[src/rtl/ctrl_pkg.sv]
// Shared definitions for the control sequencer: control-word bit map,
// opcode values and a helper that builds one-hot control bits.
package ctrl_pkg;

  localparam int CW_W = 16;

  // Control-word bit positions
  localparam int HLT = 15;
  localparam int MI  = 14;
  localparam int RI  = 13;
  localparam int RO  = 12;
  localparam int IO  = 11;
  localparam int II  = 10;
  localparam int AI  = 9;
  localparam int AO  = 8;
  localparam int EO  = 7;
  localparam int SU  = 6;
  localparam int BI  = 5;
  localparam int OI  = 4;
  localparam int CE  = 3;
  localparam int CO  = 2;
  localparam int J   = 1;
  localparam int FI  = 0;

  // Opcodes (upper nibble of the instruction register)
  localparam logic [3:0] OP_NOP = 4'h0;
  localparam logic [3:0] OP_LDA = 4'h1;
  localparam logic [3:0] OP_ADD = 4'h2;
  localparam logic [3:0] OP_SUB = 4'h3;
  localparam logic [3:0] OP_STA = 4'h4;
  localparam logic [3:0] OP_LDI = 4'h5;
  localparam logic [3:0] OP_JMP = 4'h6;
  localparam logic [3:0] OP_JC  = 4'h7;
  localparam logic [3:0] OP_JZ  = 4'h8;
  localparam logic [3:0] OP_OUT = 4'hE;
  localparam logic [3:0] OP_HLT = 4'hF;

  typedef logic [CW_W-1:0] cw_t;

  // One-hot control bit at position idx
  function automatic cw_t cw_bit(input int idx);
    return cw_t'(16'h0001 << idx);
  endfunction

endpackage

[src/rtl/microcode_rom.sv]
// Combinational microcode table: (opcode, step, flags) -> control word and
// an end-of-instruction marker. Steps 0 and 1 are the shared fetch.
module microcode_rom
  import ctrl_pkg::*;
#(
  parameter int STEP_W = 3
) (
  input  logic [3:0]        i_opcode,
  input  logic [STEP_W-1:0] i_step,
  input  logic              i_flag_c,
  input  logic              i_flag_z,
  output cw_t               o_word,
  output logic              o_last
);

  localparam logic [STEP_W-1:0] T0 = STEP_W'(0);
  localparam logic [STEP_W-1:0] T1 = STEP_W'(1);
  localparam logic [STEP_W-1:0] T2 = STEP_W'(2);
  localparam logic [STEP_W-1:0] T3 = STEP_W'(3);
  localparam logic [STEP_W-1:0] T4 = STEP_W'(4);

  logic [STEP_W-1:0] w_last_step;

  // Final step index of each opcode; >= compare keeps the counter bounded
  // even if the opcode changes while an instruction is in flight.
  always_comb begin
    w_last_step = T2;
    case (i_opcode)
      OP_LDA, OP_STA: w_last_step = T3;
      OP_ADD, OP_SUB: w_last_step = T4;
      default:        w_last_step = T2;
    endcase
    o_last = (i_step >= w_last_step);
  end

  // Control word for the current step of the current opcode
  always_comb begin
    o_word = '0;
    case (i_step)
      T0: o_word = cw_bit(CO) | cw_bit(MI);
      T1: o_word = cw_bit(RO) | cw_bit(II) | cw_bit(CE);
      T2: begin
        case (i_opcode)
          OP_LDA, OP_ADD, OP_SUB, OP_STA: o_word = cw_bit(IO) | cw_bit(MI);
          OP_LDI: o_word = cw_bit(IO) | cw_bit(AI);
          OP_JMP: o_word = cw_bit(IO) | cw_bit(J);
          OP_JC:  o_word = i_flag_c ? (cw_bit(IO) | cw_bit(J)) : '0;
          OP_JZ:  o_word = i_flag_z ? (cw_bit(IO) | cw_bit(J)) : '0;
          OP_OUT: o_word = cw_bit(AO) | cw_bit(OI);
          OP_HLT: o_word = cw_bit(HLT);
          default: o_word = '0;
        endcase
      end
      T3: begin
        case (i_opcode)
          OP_LDA:         o_word = cw_bit(RO) | cw_bit(AI);
          OP_ADD, OP_SUB: o_word = cw_bit(RO) | cw_bit(BI);
          OP_STA:         o_word = cw_bit(AO) | cw_bit(RI);
          default:        o_word = '0;
        endcase
      end
      T4: begin
        case (i_opcode)
          OP_ADD:  o_word = cw_bit(EO) | cw_bit(AI) | cw_bit(FI);
          OP_SUB:  o_word = cw_bit(EO) | cw_bit(AI) | cw_bit(FI) | cw_bit(SU);
          default: o_word = '0;
        endcase
      end
      default: o_word = '0;
    endcase
  end

endmodule

[src/rtl/control_sequencer.sv]
// Microcode sequencer: T-state counter, halt latch and run/halt gating of
// the control word produced by the microcode ROM.
module control_sequencer
  import ctrl_pkg::*;
#(
  parameter int INSTR_W = 8,
  parameter int STEP_W  = 3
) (
  input  logic               clk,
  input  logic               rst_n,
  input  logic               run,
  input  logic [INSTR_W-1:0] instr,
  input  logic               flag_c,
  input  logic               flag_z,
  output logic [CW_W-1:0]    ctrl,
  output logic [STEP_W-1:0]  step,
  output logic               halted
);

  logic [STEP_W-1:0] r_step;
  logic              r_halted;
  logic [3:0]        w_opcode;
  cw_t               w_word;
  logic              w_last;
  logic              w_unused_operand;

  assign w_opcode         = instr[INSTR_W-1 -: 4];
  // Operand nibble is consumed by the datapath via IO, not by the sequencer
  assign w_unused_operand = ^instr[INSTR_W-5:0];

  microcode_rom #(.STEP_W(STEP_W)) u_rom (
    .i_opcode (w_opcode),
    .i_step   (r_step),
    .i_flag_c (flag_c),
    .i_flag_z (flag_z),
    .o_word   (w_word),
    .o_last   (w_last)
  );

  // Step counter and halt latch; halting freezes the step at T2
  always_ff @(posedge clk or negedge rst_n) begin
    if (!rst_n) begin
      r_step   <= '0;
      r_halted <= 1'b0;
    end else if (run && !r_halted) begin
      if ((r_step == STEP_W'(2)) && (w_opcode == OP_HLT)) begin
        r_halted <= 1'b1;
      end else if (w_last) begin
        r_step <= '0;
      end else begin
        r_step <= r_step + STEP_W'(1);
      end
    end
  end

  // Output gating: paused -> no strobes, halted -> HLT only
  always_comb begin
    ctrl = '0;
    if (!run) begin
      ctrl = '0;
    end else if (r_halted) begin
      ctrl = cw_bit(HLT);
    end else begin
      ctrl = w_word;
    end
  end

  assign step   = r_step;
  assign halted = r_halted;

endmodule
[config.mk]
export PLATFORM = sky130hd
export DESIGN_NAME = control_sequencer
export DESIGN_NICKNAME = d
export VERILOG_FILES = /design/src/rtl/ctrl_pkg.sv /design/src/rtl/microcode_rom.sv /design/src/rtl/control_sequencer.sv
export SDC_FILE = /design/constraint.sdc
export NUM_CORES = 1
export LEC_CHECK = 0
export ABC_AREA = 1
export BUFFER_PORTS_ARGS = -buffer_cell sky130_fd_sc_hd__buf_2
export CAP_MARGIN = 20
export CORE_ASPECT_RATIO = 1.2
export CORE_MARGIN = 2
export CORE_UTILIZATION = 39
export CTS_CLUSTER_SIZE = 10
export DETAILED_ROUTE_END_ITERATION = 6
export PLACE_DENSITY = 0.73
export SETUP_SLACK_MARGIN = 0.05
export SLEW_MARGIN = 40
export SYNTH_ARGS = -nofsm -noshare
export SYNTH_HDL_FRONTEND = slang
export SYNTH_SLANG_ARGS = --single-unit
[constraint.sdc]
create_clock -name clk -period 1.6 [get_ports clk]
set_clock_uncertainty 0.15 [all_clocks]
set_input_delay 0.16 -clock clk [delete_from_list [all_inputs] [get_ports clk]]
set_output_delay 0.16 -clock clk [all_outputs]
set_load 0.05 [all_outputs]
==> results.ini, run 1 <==
[timing]
tightest_slew_ns=0.408
min_period_over_period_pct=127
fin_tns_setup_ns=-5.93
maxSlewViolCount=0
hold_violations=0
slew_headroom_pct=72.6
setup_slack_ns=-0.439
setup_viol=20
period_minus_slack_ns=2.04
max_freq_ghz=0.491
rsz0062_at_grt=yes

[global_route]
antenna_found_initial=0
grt_first_pass_wirelength_um=3400
grt_max_degree=8
track_usage_pct=26.3
gr-total-overflow=0
grt_pass1_vias=848

[flow_run]
maxCapViolCount=0

[detailed_routing]
wl_per_cell_um=16.3
dr.pass1.iters=4
vias=991
drc=0
drt-total-wl_um=2890
ant_nets=0
via_per_inst=5.60
drt_iter0_drc=39

[setup_path]
worstSetupPathType=reg -> out
cp.required_ns=1.29
cp_max_fo=4
cp-start-kind=register
cp.arrival_ns=1.73
cp-end-kind=output pin

[power]
total_power_w=0.000311
leakage_nw=0.641
powerDensity_nw_per_um2=227
irDropWorstVdd_uv=499

[floorplan]
core.rowCount=15
die_area_um2=1960
initial_core_util_pct=42.5
io_pins=33
die_h_um=48.1
die_w_um=40.7
core_um2=1480

[placed_design]
port_buffers=28
gp_congestion=0.824
hpwl_um=1570
dp_slack_ns=-0.198

[hold_path]
hp-class=in -> async

[yosys]
yosys_warnings=0
synth_area_um2=631
synth_top_area_share_pct=15.9
synth_area_leader_cell=dfrtp_1
synthTopCellsByArea=dfrtp_1 (16%), ha_1 (16%), nand2_1 (13%)
ys_seq_area_share_pct=15.9
syn-num-nets=125
syn_inst=104
synth_cell_types=20
ys_ff_latch=4
synth_area_per_cell_um2=6.06

[clock_network]
clkSinkCount=4
clockBufferDepth=2
cts_root_buf=clkbuf_4
cts_tree=done
clk_latency_ns=0.23
cts_inserted_buffers=3
clkTransAtPathRegs_ns=0.04
cts-htree-levels=1

[cells_and_area]
nNetsFinal=183
insertedDiodeCount=0
drive_gt1_share_pct=68.1
area_growth_pct=117
fill_cells=53

[run_status]
status=finished with violations
violations=negative setup slack

[per-layer routing]
| layer | wire, um | up-vias | GRT usage (%) |
|---|---|---|---|
| li1 | - | 450 | - |
| met1 | 999 | 456 | 24.7 |
| met4 | 89 | 0 | 14.0 |
| met3 | 263 | 12 | 5.12 |
| met2 | 1530 | 73 | 51.1 |
| met5 | 0 | - | 0 |
[per-stage QoR]
stage	util (%)	area, um2	hold WS, ns	cells
2_1_floorplan	-	802	-0.286	104
3_3_place_gp	73.3	1090	-0.183	167
3_5_place_dp	73.3	1090	-0.181	167
4_1_cts	85.8	1270	0.114	174
5_1_grt	92.5	1370	0.116	177
6_report	92.5	1370	0.120	177
[state kept, by name, summed over array words and instances, names as in the netlist]
register and flops:
halted 1, step 3
[timing repair]
item	in CTS	in global routing
setup buffers	3	4
pin swaps	4	5
resized for setup	44	21
endpoints found under the setup margin	20	20
hold buffers	1	0
hold endpoints to repair	4	0
[final timing paths]
kind                                     start                   to  slack, ns  depth (start not counted)
min reg2reg                 halted$_DFFE_PN0P_   halted$_DFFE_PN0P_       0.51                          3
min in group clk                           run   halted$_DFFE_PN0P_       0.13                          3
min                                      rst_n  step[1]$_DFFE_PN0P_       0.12                          2
max in group asynchronous                rst_n   halted$_DFFE_PN0P_       1.05                          2
max                        step[1]$_DFFE_PN0P_              ctrl[7]      -0.44                          8
max reg2reg                step[0]$_DFFE_PN0P_  step[2]$_DFFE_PN0P_      -0.26                         10
[layout make-up]
class / instances / area, um2 / share of cell area [%]
multi-input combinational: 79 / 659 / 48.1
tap: 17 / 21.3 / 1.55
timing repair buffer: 55 / 483 / 35.2
inverter: 19 / 80.1 / 5.84
clock buffer: 3 / 22.5 / 1.64
sequential: 4 / 105 / 7.66
[kinds of logic (layout without fill, tap and decap cells)]
group	Yosys count	after routing	synth area share [%]
fa+ha+maj	8	8	15.9
compound gates	10	10	8.14
simple gates	61	61	46.4
buf+inv	21	77	13.7
flops	4	4	15.9
[critical path, cell delays in order, from the launching register on]
cell and delay [ns]:
dfrtp_2 0.44, ha_4 0.18, ha_4 0.16, inv_4 0.05, nand4_1 0.13, buf_4 0.17
nand3_4 0.09, clkinvlp_4 0.12, buf_8 0.16
[synth_stat cells]
cell type  instances
nand2_1           21
inv_1             18
nor2_1            17
ha_1               8
nand4_1            6
o21ai_0            5
a21oi_1            4
dfrtp_1            4
nand3_1            4
nand2_2            3
nor2_2             3
buf_4              2
nor3_2             2
a31oi_1            1
and3_1             1
inv_2              1
nand3_2            1
nand3b_1           1
nor3_1             1
or2_1              1
[where the power goes]
group / switching, W / total, W / internal (W)
Sequential: 0 / 0.000102 / 0.000102
Combinational: 0.0000574 / 0.0000900 / 0.0000326
Clock: 0.0000358 / 0.000119 / 0.0000835
Total: 0.0000931 / 0.000311 / 0.000218
[cell usage in the layout (no fill, tap or decap), types with 2 or more instances in the layout]
| cell | instances |
|---|---|
| clkbuf_4 | 3 |
| nor2_4 | 8 |
| buf_8 | 10 |
| inv_1 | 8 |
| nand2_2 | 4 |
| nand3_1 | 3 |
| a21oi_4 | 2 |
| o21ai_0 | 3 |
| inv_2 | 8 |
| nor2_2 | 6 |
| nand2_4 | 3 |
| buf_2 | 12 |
| ha_2 | 3 |
| ha_1 | 3 |
| nand4_1 | 6 |
| buf_4 | 26 |
| ha_4 | 2 |
| nor2_1 | 6 |
| dfrtp_2 | 4 |
| nor3_4 | 2 |
| a21oi_1 | 2 |
| nand2_1 | 16 |
| inv_4 | 2 |
| buf_6 | 6 |
No activity file was read; power rests on OpenSTA's default activity.
==> run 2, diff against run 1 <==
--- a/config.mk
+++ b/config.mk
@@ -13,6 +13,7 @@
 export CORE_UTILIZATION = 39
 export CTS_CLUSTER_SIZE = 10
 export DETAILED_ROUTE_END_ITERATION = 6
+export GPL_ROUTABILITY_DRIVEN = 0
 export PLACE_DENSITY = 0.73
 export SETUP_SLACK_MARGIN = 0.05
 export SLEW_MARGIN = 40
==> constraint.sdc (replaced) <==
create_clock -name clk -period 1.6 [get_ports clk]
set_clock_uncertainty 0.15 [all_clocks]
set_input_delay 0 -clock clk [delete_from_list [all_inputs] [get_ports clk]]
set_output_delay 0 -clock clk [all_outputs]
set_load 0.05 [all_outputs]
==> results.ini, run 2 (synthesis gave the netlist of run 1 again) <==
[timing]
min_period_over_period_pct=117
setup_slack_ns=-0.272
setup_viol=18
tightest_slew_ns=0.332
maxSlewViolCount=0
hold_violations=0
rsz0062_at_grt=yes
period_minus_slack_ns=1.87
max_freq_ghz=0.534
hold_slack_ns=0.173
slew_headroom_pct=77.7

[floorplan]
initial_core_util_pct=42.5
die_area_um2=1960
die_h_um=48.1
die_w_um=40.7
core_um2=1480
core.rowCount=15
io_pins=33

[hold_path]
min_from=instr[4]
hp-class=in -> reg
hold_depth=4
min_to=halted$_DFFE_PN0P_

[cells_and_area]
largest_register_ffs=3
area_growth_pct=104
register_area_um2=105
fill_cells=86
final_cell_mix=nand2_1 (15), buf_4 (15), buf_2 (12), inv_1 (9), buf_8 (9)
insertedDiodeCount=0
final_cells=169
multi_input_area_um2=632
drive_gt1_share_pct=63.8
nNetsFinal=175

[setup_path]
worstSetupPathType=reg -> out
cp.arrival_ns=1.72
crit_top_cell=ha_4
cp-end-kind=output pin
r2r_cells=9
r2r-end=step[1]$_DFFE_PN0P_
cp_cell_sequence=ha_4, ha_4, inv_4, nand4_1, buf_4, nand3_4, clkinvlp_4, buf_8
regToRegSetupSlack_ns=-0.18
cp.required_ns=1.45
r2r-start=step[0]$_DFFE_PN0P_
cp-start-kind=register
cp_max_fo=4
slowest_delay_ns=0.44
slowest_stage=dfrtp_2

[placed_design]
port_buffers=28
hpwl_um=1490
dp_cells=158

[global_route]
grt_max_degree=8
grt_first_pass_wirelength_um=3010
antenna_found_initial=0
gr-total-overflow=0
track_usage_pct=22.9
grt_pass1_vias=761

[run_status]
violations=negative setup slack
status=finished with violations

[clock_network]
cts_tree=done
cts_root_buf=clkbuf_4
cts-htree-levels=1
clockBufferDepth=2
clk_latency_ns=0.23
clkSinkCount=4
cts_inserted_buffers=3
clkTransAtPathRegs_ns=0.04

[detailed_routing]
wl_per_cell_um=13.6
vias=879
drc=0
via_per_inst=5.20
drt-total-wl_um=2290
dr.pass1.iters=4
drt_iter0_drc=25
ant_nets=0

[power]
irDropWorstVdd_uv=322
powerDensity_nw_per_um2=235
leakage_nw=0.601

[flow_run]
maxCapViolCount=0

-- run 2: worst max-delay path by stage --
stage | start | end | slack (ns)
6_report | step[0]$_DFFE_PN0P_ | ctrl[0] | -0.27
5_1_grt | step[0]$_DFFE_PN0P_ | ctrl[0] | -0.35
4_1_cts | step[1]$_DFFE_PN0P_ | ctrl[7] | -0.23
3_5_place_dp | step[0]$_DFFE_PN0P_ | ctrl[12] | -0.05
3_3_place_gp | step[1]$_DFFE_PN0P_ | ctrl[0] | 0.003
2_1_floorplan | step[1]$_DFFE_PN0P_ | ctrl[7] | -0.25
-- run 2: metrics by stage --
step / util, % / setup WS, ns / cell area, um2 / total power (W) / setup TNS, ns
2_1_floorplan: - / -0.253 / 769 / 0.000147 / -1.28
3_3_place_gp: 66.8 / 0.00276 / 991 / 0.000172 / 0
3_5_place_dp: 66.8 / -0.0478 / 991 / 0.000173 / -0.115
4_1_cts: 80.1 / -0.230 / 1190 / 0.000303 / -2.06
5_1_grt: 86.9 / -0.354 / 1290 / 0.000321 / -4.58
6_report: 86.9 / -0.272 / 1290 / 0.000303 / -3.05
-- run 2: what timing repair did --
| action | in CTS | in global routing |
|---|---|---|
| hold buffers | 3 | 0 |
| gates resized for setup | 44 | 23 |
| hold endpoints to repair | 5 | 0 |
| endpoints found under the setup margin | 19 | 20 |
| setup buffers | 3 | 2 |
| pin swaps | 4 | 7 |
-- run 2: worst max-delay path, delay by kind of cell (launching register included) --
kind,cells,cell delay (ns)
buffers and inverters,4,0.50
DFF,1,0.44
adders and majority gates,2,0.34
and+or+nand+nor,2,0.20
-- run 2: layout make-up --
class                      instances  area share [%]
clock buffer                       3            1.75
inverter                          19            6.21
multi-input combinational         79            49.0
sequential                         4            8.16
tap                               17            1.65
timing repair buffer              47            33.2
-- run 2: report_power, final --
group          internal [W]  leakage (nW)  switching, W  total [W]
Combinational     0.0000317         0.542     0.0000518  0.0000835
Clock             0.0000834        0.0138     0.0000341   0.000118
Sequential         0.000102        0.0453             0   0.000102
-- run 2: metal layers --
layer	share of wire (%)	wire length (um)	vias up	track usage [%]
met1	35	793	393	23.2
li1	-	-	434	-
met2	58	1330	44	42.9
met4	2.7	62	0	12.0
met5	0	0	-	0
met3	4.6	106	8	4.19
==> run 3, diff against run 2 <==
--- a/config.mk
+++ b/config.mk
@@ -8,13 +8,13 @@
 export ABC_AREA = 1
 export BUFFER_PORTS_ARGS = -buffer_cell sky130_fd_sc_hd__buf_2
 export CAP_MARGIN = 20
-export CORE_ASPECT_RATIO = 1.2
-export CORE_MARGIN = 2
-export CORE_UTILIZATION = 39
+export CORE_MARGIN = 3
+export CORE_UTILIZATION = 44
 export CTS_CLUSTER_SIZE = 10
 export DETAILED_ROUTE_END_ITERATION = 6
 export GPL_ROUTABILITY_DRIVEN = 0
-export PLACE_DENSITY = 0.73
+export PLACE_DENSITY = 0.78
+export RECOVER_POWER = 100
 export SETUP_SLACK_MARGIN = 0.05
 export SLEW_MARGIN = 40
 export SYNTH_ARGS = -nofsm -noshare
==> constraint.sdc (replaced) <==
create_clock -name clk -period 1.77 [get_ports clk]
set_clock_uncertainty 0.15 [all_clocks]
set_input_delay 0 -clock clk [delete_from_list [all_inputs] [get_ports clk]]
set_output_delay 0 -clock clk [all_outputs]
set_load 0.05 [all_outputs]
==> results.ini, run 3 (synthesis gave the netlist of run 1 again) <==
[setup_path]
cp_max_fo=4
cp-start-kind=register
cp-end-kind=output pin
worstSetupPathType=reg -> out
r2r_cells=9
regToRegSetupSlack_ns=0.12
r2r-start=step[0]$_DFFE_PN0P_
r2r-end=step[2]$_DFFE_PN0P_
cp.arrival_ns=1.65
cp.required_ns=1.62

[floorplan]
initial_core_util_pct=47.9
io_pins=33
die_area_um2=1920
core.rowCount=13
core_um2=1320
die_w_um=43.9
die_h_um=43.9

[run_status]
violations=negative setup slack
status=finished with violations

[global_route]
gr-total-overflow=0
track_usage_pct=22.0
grtUsageMet2_pct=39.2
grt_max_degree=8
use_met3_pct=3.73
grt_pass1_vias=789
busiest_layer=met2
antenna_found_initial=0
met1_usage_pct=24.1
grt_first_pass_wirelength_um=3170

[timing]
max_freq_ghz=0.555
hold_violations=0
min_period_over_period_pct=102
period_minus_slack_ns=1.80
setup_viol=3
slew_headroom_pct=60.0
tightest_slew_ns=0.602
setup_slack_ns=-0.0331
rsz0062_at_grt=yes
maxSlewViolCount=0

[clock_network]
clkTransAtPathRegs_ns=0.04
cts_tree=done
clkSinkCount=4
cts_inserted_buffers=3
cts-htree-levels=1
cts_root_buf=clkbuf_4
clk_latency_ns=0.23
clockBufferDepth=2

[placed_design]
hpwl_um=1460
port_buffers=28
dp_slack_ns=0.0670

[hold_path]
min_from=instr[4]
min_to=halted$_DFFE_PN0P_
hp-class=in -> reg
hold_depth=5

[cells_and_area]
nNetsFinal=168
final_common_cell=nand2_1
final_cell_mix=nand2_1 (17), inv_1 (11), nor2_1 (10)
drive_gt1_share_pct=53.4
area_growth_pct=77.4
largest_register_ffs=3
insertedDiodeCount=0
fill_cells=88
utilization_pct=84.9

[power]
irDropWorstVdd_uv=366
leakage_nw=0.543
powerDensity_nw_per_um2=255

[detailed_routing]
dr.pass1.iters=4
ant_nets=0
via_per_inst=5.22
drt-total-wl_um=2120
vias=841
wl_per_cell_um=13.2
drc=0
drt_iter0_drc=13

[flow_run]
maxCapViolCount=0

==> run 3: cell types whose count changed in the layout (fill, tap and decap cells not counted), sizes merged <==
cell and change:
clkbuf +9, buf -15
==> run 3: final cells by class <==
| type | count | area (um2) | share of cell area (%) |
|---|---|---|---|
| Inverter | 19 | 77.6 | 6.94 |
| Multi-Input combinational cell | 79 | 576 | 51.5 |
| Timing Repair Buffer | 40 | 317 | 28.3 |
| Sequential cell | 4 | 104 | 9.28 |
| Clock buffer | 4 | 26.3 | 2.35 |
| Tap cell | 15 | 18.8 | 1.68 |
==> run 3: worst max-delay path by stage <==
stage	startpoint	to	slack, ns	cells past startpoint
final	step[1]$_DFFE_PN0P_	ctrl[8]	-0.03	7
after global routing	step[1]$_DFFE_PN0P_	ctrl[0]	-0.11	7
after floorplan	halted$_DFFE_PN0P_	ctrl[11]	-0.16	5
after detailed placement	step[0]$_DFFE_PN0P_	ctrl[12]	0.07	7
after CTS	step[1]$_DFFE_PN0P_	ctrl[7]	-0.02	7
after global placement	step[0]$_DFFE_PN0P_	ctrl[12]	0.10	7
==> run 3: worst max-delay path, stage by stage, from the launching register on <==
cell     delay (ns)
dfrtp_2        0.44
ha_4           0.18
ha_4           0.17
inv_4          0.05
buf_4          0.11
nor3_4         0.04
or2_4          0.27
buf_8          0.15
==> run 3: power breakdown <==
| part | leakage, nW | internal, W | switching, W |
|---|---|---|---|
| combinational | 0.483 | 0.0000269 | 0.0000447 |
| sequential | 0.0457 | 0.0000919 | 0 |
| clock | 0.0150 | 0.0000846 | 0.0000372 |
| total | 0.543 | 0.000203 | 0.0000819 |
==> run 3: what timing repair did <==
action / 4_1_cts / 5_1_grt
endpoints found under the hold margin: 5 / 0
hold buffers: 3 / 0
pin swaps: 3 / 4
resized for setup: 19 / 26
setup endpoints to repair: 11 / 16
buffers inserted: 4 / 3
==> run 3: per-layer routing <==
metal	wire (um)	vias up	share of wire, %
li1	-	417	-
met1	775	390	36
met3	86	6	4.0
met2	1210	28	57
met4	55	0	2.6
met5	0	-	0
==> run 3: stage by stage <==
| step | TNS, ns | cells | hold WS, ns | power [W] | area (um2) |
|---|---|---|---|---|---|
| after floorplan | -0.662 | 104 | -0.446 | 0.000131 | 746 |
| after global placement | 0 | 147 | -0.345 | 0.000151 | 897 |
| after detailed placement | 0 | 147 | -0.345 | 0.000153 | 897 |
| after CTS | -0.0545 | 158 | 0.149 | 0.000287 | 1040 |
| after global routing | -0.510 | 161 | 0.275 | 0.000302 | 1120 |
| final | -0.0830 | 161 | 0.239 | 0.000285 | 1120 |
